File: config.mk
export PLATFORM = sky130hd
export DESIGN_NAME = reg_file_sb
export DESIGN_NICKNAME = d
export VERILOG_FILES = /design/src/rtl/reg_file_sb.sv
export SDC_FILE = /design/constraint.sdc
export NUM_CORES = 1
export LEC_CHECK = 0
export BUFFER_PORTS_ARGS = -buffer_cell sky130_fd_sc_hd__buf_2
export CORE_MARGIN = 5
export CORE_UTILIZATION = 55
export DETAILED_ROUTE_END_ITERATION = 8
export GPL_ROUTABILITY_DRIVEN = 0
export PLACE_DENSITY = 0.78
export REMOVE_ABC_BUFFERS = 1
export SLEW_MARGIN = 20
export SYNTH_ARGS = -nofsm -noshare
export SYNTH_HDL_FRONTEND = slang
export SYNTH_SLANG_ARGS = --single-unit
export TNS_END_PERCENT = 5
File: constraint.sdc
create_clock -name Clock -period 3.2 [get_ports Clock]
set_input_delay 0.32 -clock Clock [delete_from_list [all_inputs] [get_ports Clock]]
set_output_delay 0.32 -clock Clock [all_outputs]
set_load 0.05 [all_outputs]
File: src/rtl/reg_file_sb.sv
// Register file with one write port, two bypassed combinational read ports and a
// per-register pending-write scoreboard used by issue/decode for hazard stalls.
module reg_file_sb #(
    parameter int  WIDTH    = 16,
    parameter int  DEPTH    = 4,
    parameter int  ZERO_REG = 0,
    localparam int AW       = $clog2(DEPTH)
) (
    input  logic             Clock,
    input  logic             ResetN,
    input  logic [AW-1:0]    RS,
    input  logic [AW-1:0]    RT,
    output logic [WIDTH-1:0] ReadRS,
    output logic [WIDTH-1:0] ReadRT,
    input  logic [AW-1:0]    RD,
    input  logic [WIDTH-1:0] WriteData,
    input  logic             RegWrite,
    input  logic             Reserve,
    input  logic [AW-1:0]    ReserveRD,
    output logic             BusyRS,
    output logic             BusyRT,
    output logic             AnyBusy
);

    logic [WIDTH-1:0] r_regs [DEPTH];
    logic [DEPTH-1:0] r_pending;

    logic             w_wr_ok;
    logic             w_rsv_ok;
    logic             w_rs_ok;
    logic             w_rt_ok;
    logic             w_rs_hit;
    logic             w_rt_hit;
    logic [WIDTH-1:0] w_rs_data;
    logic [WIDTH-1:0] w_rt_data;
    logic             w_rs_pend;
    logic             w_rt_pend;

    // An address names real storage only if it is in range and is not the hardwired zero register.
    function automatic logic addr_ok(input logic [AW-1:0] addr);
        addr_ok = (int'(addr) < DEPTH) && !((ZERO_REG != 0) && (addr == '0));
    endfunction

    assign w_wr_ok  = RegWrite & addr_ok(RD);
    assign w_rsv_ok = Reserve  & addr_ok(ReserveRD);
    assign w_rs_ok  = addr_ok(RS);
    assign w_rt_ok  = addr_ok(RT);
    assign w_rs_hit = w_wr_ok & (RD == RS);
    assign w_rt_hit = w_wr_ok & (RD == RT);

    // NOTE: the array is reset like ordinary flops because reads after reset must return 0;
    // this keeps it out of RAM macros, which is acceptable at this small depth.
    always_ff @(posedge Clock or negedge ResetN) begin
        if (!ResetN) begin
            for (int i = 0; i < DEPTH; i++) begin
                r_regs[i] <= '0;
            end
            r_pending <= '0;
        end else begin
            for (int i = 0; i < DEPTH; i++) begin
                // NOTE: non-blocking assignments so every element samples pre-edge inputs.
                if (w_wr_ok && (RD == AW'(i))) begin
                    r_regs[i] <= WriteData;
                end
                // A new reservation outranks a retiring writeback to the same register.
                if (w_rsv_ok && (ReserveRD == AW'(i))) begin
                    r_pending[i] <= 1'b1;
                end else if (w_wr_ok && (RD == AW'(i))) begin
                    r_pending[i] <= 1'b0;
                end
            end
        end
    end

    // NOTE: every always_comb output gets a default first so no latch is inferred.
    always_comb begin
        w_rs_data = '0;
        w_rt_data = '0;
        w_rs_pend = 1'b0;
        w_rt_pend = 1'b0;
        for (int i = 0; i < DEPTH; i++) begin
            if (RS == AW'(i)) begin
                w_rs_data = r_regs[i];
                w_rs_pend = r_pending[i];
            end
            if (RT == AW'(i)) begin
                w_rt_data = r_regs[i];
                w_rt_pend = r_pending[i];
            end
        end
    end

    assign ReadRS  = !w_rs_ok ? '0 : (w_rs_hit ? WriteData : w_rs_data);
    assign ReadRT  = !w_rt_ok ? '0 : (w_rt_hit ? WriteData : w_rt_data);
    assign BusyRS  = w_rs_ok & w_rs_pend & ~w_rs_hit;
    assign BusyRT  = w_rt_ok & w_rt_pend & ~w_rt_hit;
    assign AnyBusy = |r_pending;

endmodule

# Word level (Yosys, flattened, before mapping)
# Index checks and enable logic that the tools add are counted.
[op_classes]
reduce_logical = 17
n_mux = 26
n_eq_ne = 14
bitwise = 6
[op_table]
columns = ["op", "n"]
rows = [
  ["$mux W16", 10],
  ["$eq A2 B2 Y1 const B", 8],
  ["$mux W1", 16],
  ["$eq A2 B1 Y1 const B", 4],
  ["$logic_and A1 B1 Y1", 8],
  ["$logic_not A2 Y1", 4],
  ["$reduce_bool A2 Y1", 4],
  ["$and A1 B1 Y1", 4],
  ["$eq A2 B2 Y1", 2],
  ["$reduce_or A4 Y1", 1],
  ["$not A1 Y1", 2],
]
[word_totals]
ff_bits = 68

# Longest topological paths before layout
[depth]
ltp_word = 6
mapped_depth = 5
mapped_depth_nobuf = 3

# Worst setup path before layout
# Ideal clock, no wire load.
[synth_path]
kind = "input -> output"
start = "in RS[0]"
end = "out BusyRS"
path_slack_ns = 1.427
n_path_buf = 2
stages = 4
arrival_time_ns = 1.453
cell_sequence = "buf_6 > buf_12 > mux4_1 > and2_1"
[synth_via]
elab_chain_len = 6
elab_cells_between_ends = 12
[synth_lines]
columns = ["element", "line_no", "text"]
rows = [
  ["from (decl)", "11", "input logic [AW-1:0] RS,"],
  ["$logic_not A2 Y1", "82", "if (RS == AW'(i)) begin"],
  ["$mux W1 (4 in a row)", "82", ""],
  ["$and A1 B1 Y1 *", "95", "assign BusyRS = w_rs_ok & w_rs_pend & ~w_rs_hit;"],
  ["to (decl)", "20", "output logic BusyRS,"],
]
# Every way passes the cells marked *; elsewhere a longest branch is shown, timed or not.

# Worst setup path in the final report
[layout_path]
start = "in RS[0]"
end = "out ReadRS[0]"
[layout_via]
elab_chain_len = 6
elab_cells_between_ends = 11
[layout_lines]
columns = ["element", "line_no", "text"]
rows = [
  ["$logic_not A2 Y1", "82", ""],
  ["$mux W16 (4 in a row)", "82", ""],
  ["$mux W16 *", "93", "assign ReadRS = !w_rs_ok ? '0 : (w_rs_hit ? WriteData : w_rs_data);"],
  ["to (decl)", "13", "output logic [WIDTH-1:0] ReadRS,"],
]
# Marks and branches as above.

==> results by stage <==
Outcome:
- The run finished with clean final reports.

Logic synthesis:
- The number of different library cells in the post-synthesis netlist is 23.
- Counting flops and latches in the post-synthesis netlist gives 68.
- Synthesis produced 236 cells.
- The cell area that synthesis handed to floorplanning was between 0.004 and 0.005 mm^2.
- Of all flip-flops after synthesis, the portion carrying an async set or reset was 100.0%.
- During synthesis, Yosys emitted a total of 0 warnings.
- In this run, synthesis inferred 0 flip-flops with an integrated enable.
- The most used standard cell by instance count after synthesis is sky130_fd_sc_hd__mux2_2.
- The biggest area contributor in the post-synthesis netlist is sky130_fd_sc_hd__dfrtp_1.
- After synthesis, the most frequently instantiated cells are sky130_fd_sc_hd__mux2_2, sky130_fd_sc_hd__dfrtp_1, sky130_fd_sc_hd__mux4_2.
- Dividing the synthesized area by the synthesized cell count gives around 17 um^2.
- The leading register cell type out of synthesis is sky130_fd_sc_hd__dfrtp_1.
- Of the post-synthesis cell area, the dominant cell type holds 42.14%.
- In the post-synthesis netlist, the biggest area contributors are sky130_fd_sc_hd__dfrtp_1, sky130_fd_sc_hd__mux2_2, sky130_fd_sc_hd__mux4_2.
- Summing the sequential cell areas from Yosys gives between 40% and 50% of the chip area.

Global routing:
- Global routing used 4.815% of the available met3 tracks.
- Global routing consumed, on the met1 layer, 26.55% of the routing resources.
- The pin count of the biggest net entering global routing is 69.
- Global routing consumed, over all layers together, around 19% of the routing resources.
- In this run the most used layer during global routing was met2.
- The number of global-route vias before repair came to 2392.
- The global-route wire length before repair is between 10 and 15 mm.
- In the global route stage, met2 resource usage came out at a little under a third.
- The overall overflow remaining after global route is 0.
- The number of antenna violations at the first check in global routing was 0.

CTS:
- The total number of H-tree levels is 3.
- The number of clock buffers added by TritonCTS is 9.
- The root buffer selected by CTS is sky130_fd_sc_hd__clkbuf_8.
- The number of gates given a new drive strength after cts is 0.
- The clock transition time at the flip-flop clock pins of the worst setup and hold paths is approximately 0.070 ns.
- After clock tree synthesis, the setup repair step added 0 buffers.
- The tree built by TritonCTS fans out to between 60 and 70 sinks.
- The clock insertion delay at the later pin of the skew report is 0.33 ns.
- The deepest clock path buffer count is 2.
- The number of hold buffers added after cts is 0.
- TritonCTS built the clock tree.

Finish:
- For this run, the post-layout net count is 326.
- The repair_antennas step left the layout with diodes totalling 0.
- The sequential cell area is 0.001702 mm^2.
- The area overhead of the layout relative to synthesis is 13.08%.
- The filler cells instantiated in the layout total 568.
- The share of post-route cells with drive strength above 1 is between 60 and 70%.
- The area of the multi-input gates is about 0.0022 mm^2.

Timing:
- Across the routed clock network, the largest skew measured is 0 ns.
- The number of failing setup endpoints in the final timing report is 0.
- Setup repair after global routing left no endpoint under its margin.
- The final critical-path required period is 2.413 ns.
- The relative slew slack is 43.63%.
- At the pin with the least slew margin, the transition time is 0.8456 ns.
- The worst path uses 75.40% of the clock period.
- Static timing analysis puts the maximum clock frequency at 414.5 MHz.
- Adding up every negative setup slack in the final design gives 0 ns.
- The number of max-slew violations in the final report is 0.
- The number of failing hold endpoints at the final stage is 0.

Setup path:
- The critical path in this run is classified as input pin to output port.
- The data required time at the worst endpoint is ~2.9 ns.
- The most critical setup path has its startpoint at RS[0].
- The signal on the critical path passes through buf_2, xnor2_2, nand3_2, mux2_2, buf_2.
- The cell seen most often among critical-path stages is sky130_fd_sc_hd__buf_2.
- The critical path runs through a total of 5 cells.
- The endpoint identified for the worst register-to-register timing path is r_regs[31].
- The worst reg-to-reg path cell count is 1.
- At the worst endpoint, the arrival time is 2.09 ns.
- The slowest cell on the critical path is sky130_fd_sc_hd__nand3_2.
- The kind of capture point of the worst setup path is an output port.
- The worst reg2reg path startpoint is r_regs[31].
- The startpoint type of the worst setup path is an input pin.
- The end point of the critical path is ReadRS[0].
- The number of buffer and inverter stages on the critical path is 2.
- For this run, the slowest stage of the critical path takes 0.49 ns.
- The family with the most delay on the worst path is buffers and inverters.
- The slack of the worst reg-to-reg path is 2.39 ns.
- The maximum fanout along the worst path is 17.

Floorplan:
- The height of the die is between 90 and 100 um.
- During I/O placement, the number of pins put on the boundary was 63.
- In this run the standard cell core region covers 0.007214 mm^2.
- The effective utilization at floorplan is between 50% and 60%.
- Measured along the x axis, the die boundary spans 95.68 um.
- The floorplan step defined a die boundary enclosing just over 0.009 mm^2.
- The cell row count is 31.

Hold path:
- The type of the worst min-delay path is input pin to asynchronous set/reset pin.

Detailed routing:
- The number of DRC violations after detailed-routing iteration 0 is 78.
- The post-detailed-route count of antenna-violating nets is 0.
- The count of vias placed by the detailed router is 2358.
- For this run, the detailed router's first-pass iteration total came to 7.
- After detailed routing, the number of vias per cell comes to 5.880.
- In the final routed layout, each cell accounts on average for ~20 um.
- Wires add up to 8.007 mm.
- The residual DRC count is 0.

Pwr:
- The static power due to leakage is just over 2 nW.
- For this design the ratio of total power to cell area is 645.4 mW/mm^2.
- Sequential cells account for 38.3% of the total power.
- The clock network fraction of design power is 24.4%.
- Cell internal power was estimated by the tool at ~1.9 mW.
- Total power for the finished layout comes to approximately 2.9 mW.
- In this run switching power makes up 34.78% of total power.
- The relative contribution of combinational cells to total power is approximately 37%.
- Summed over all nets, the switching power comes to 1.025 mW.
- Across the VDD grid, the largest voltage drop is 0.3361 mV.

Place:
- During placement, the flow inserted port buffers numbering 62.
- The post-detailed-placement half-perimeter wirelength is approximately 5.1 mm.

Flow run:
- Across the run, the number of max-cap violations was 0.
-- metrics by stage --
stage	hold slack (ns)	util, %	setup slack [ns]	cell area [um^2]	cells
global route	0.1728	63.28	0.6048	4566	401
detailed placement	0.5036	60.48	0.7317	4363	386
global placement	0.4933	60.48	0.7529	4363	386
finish	0.1570	63.28	0.7873	4566	401
CTS	0.1637	63.28	0.7235	4566	401
floorplan	0.02441	-	1.530	3884	219
-- cell type report --
class	instances	area share, %
Multi-Input combinational cell	149	47.63
Sequential cell	68	37.27
Timing Repair Buffer	68	7.783
Clock buffer	14	3.782
Tap cell	99	2.713
Clock inverter	1	0.6577
Inverter	2	0.1644
-- state kept, by name, summed over array words and instances (netlist names) --
signal,flops
r_pending,4
r_regs,64
-- layout by cell type, fill, tap and decap left out, types with 3 or more instances in the layout --
cell,count
sky130_fd_sc_hd__mux4_1,14
sky130_fd_sc_hd__mux2_1,5
sky130_fd_sc_hd__dfrtp_1,68
sky130_fd_sc_hd__xnor2_2,3
sky130_fd_sc_hd__clkbuf_8,12
sky130_fd_sc_hd__mux2_2,73
sky130_fd_sc_hd__nand3_2,3
sky130_fd_sc_hd__buf_2,62
sky130_fd_sc_hd__mux2_4,18
sky130_fd_sc_hd__buf_4,6
sky130_fd_sc_hd__mux4_2,20
-- power by group through the flow --
stage,Clock (mW),Combinational (mW),Sequential (mW)
after global routing,0.779,1.16,1.15
after CTS,0.733,1.11,1.13
after detailed placement,0,1.11,1.14
after floorplan,0,0.888,1.11
after global placement,0,1.09,1.13
final,0.718,1.10,1.13
-- metal layers --
metal	vias up	part of all wire, %
li1	1057	-
met1	1243	44
met2	50	50
met3	8	4.7
met4	0	1.1
met5	-	0
-- worst min-delay path by stage --
stage                      start  slack [ns]      endpoint  cells after the start
detailed placement  r_pending[2]        0.50  r_pending[2]                      2
finish                    ResetN        0.16    r_regs[58]                      2
global placement      r_regs[47]        0.49    r_regs[47]                      1
global route        ReserveRD[1]        0.17  r_pending[0]                      2
CTS                 ReserveRD[1]        0.16  r_pending[0]                      2
floorplan                 ResetN        0.02  r_pending[0]                      0
-- cells by family after synthesis --
family	Yosys count	synth area share [%]
AOI/OAI and AO/OA	4	0.7747
xor gates and xnor gates	4	1.426
buffers and inverters	19	3.997
muxes	130	48.71
DFF	68	42.14
and+or+nand+nor	11	2.944
Note: power is estimated with default switching activity, not from simulation.
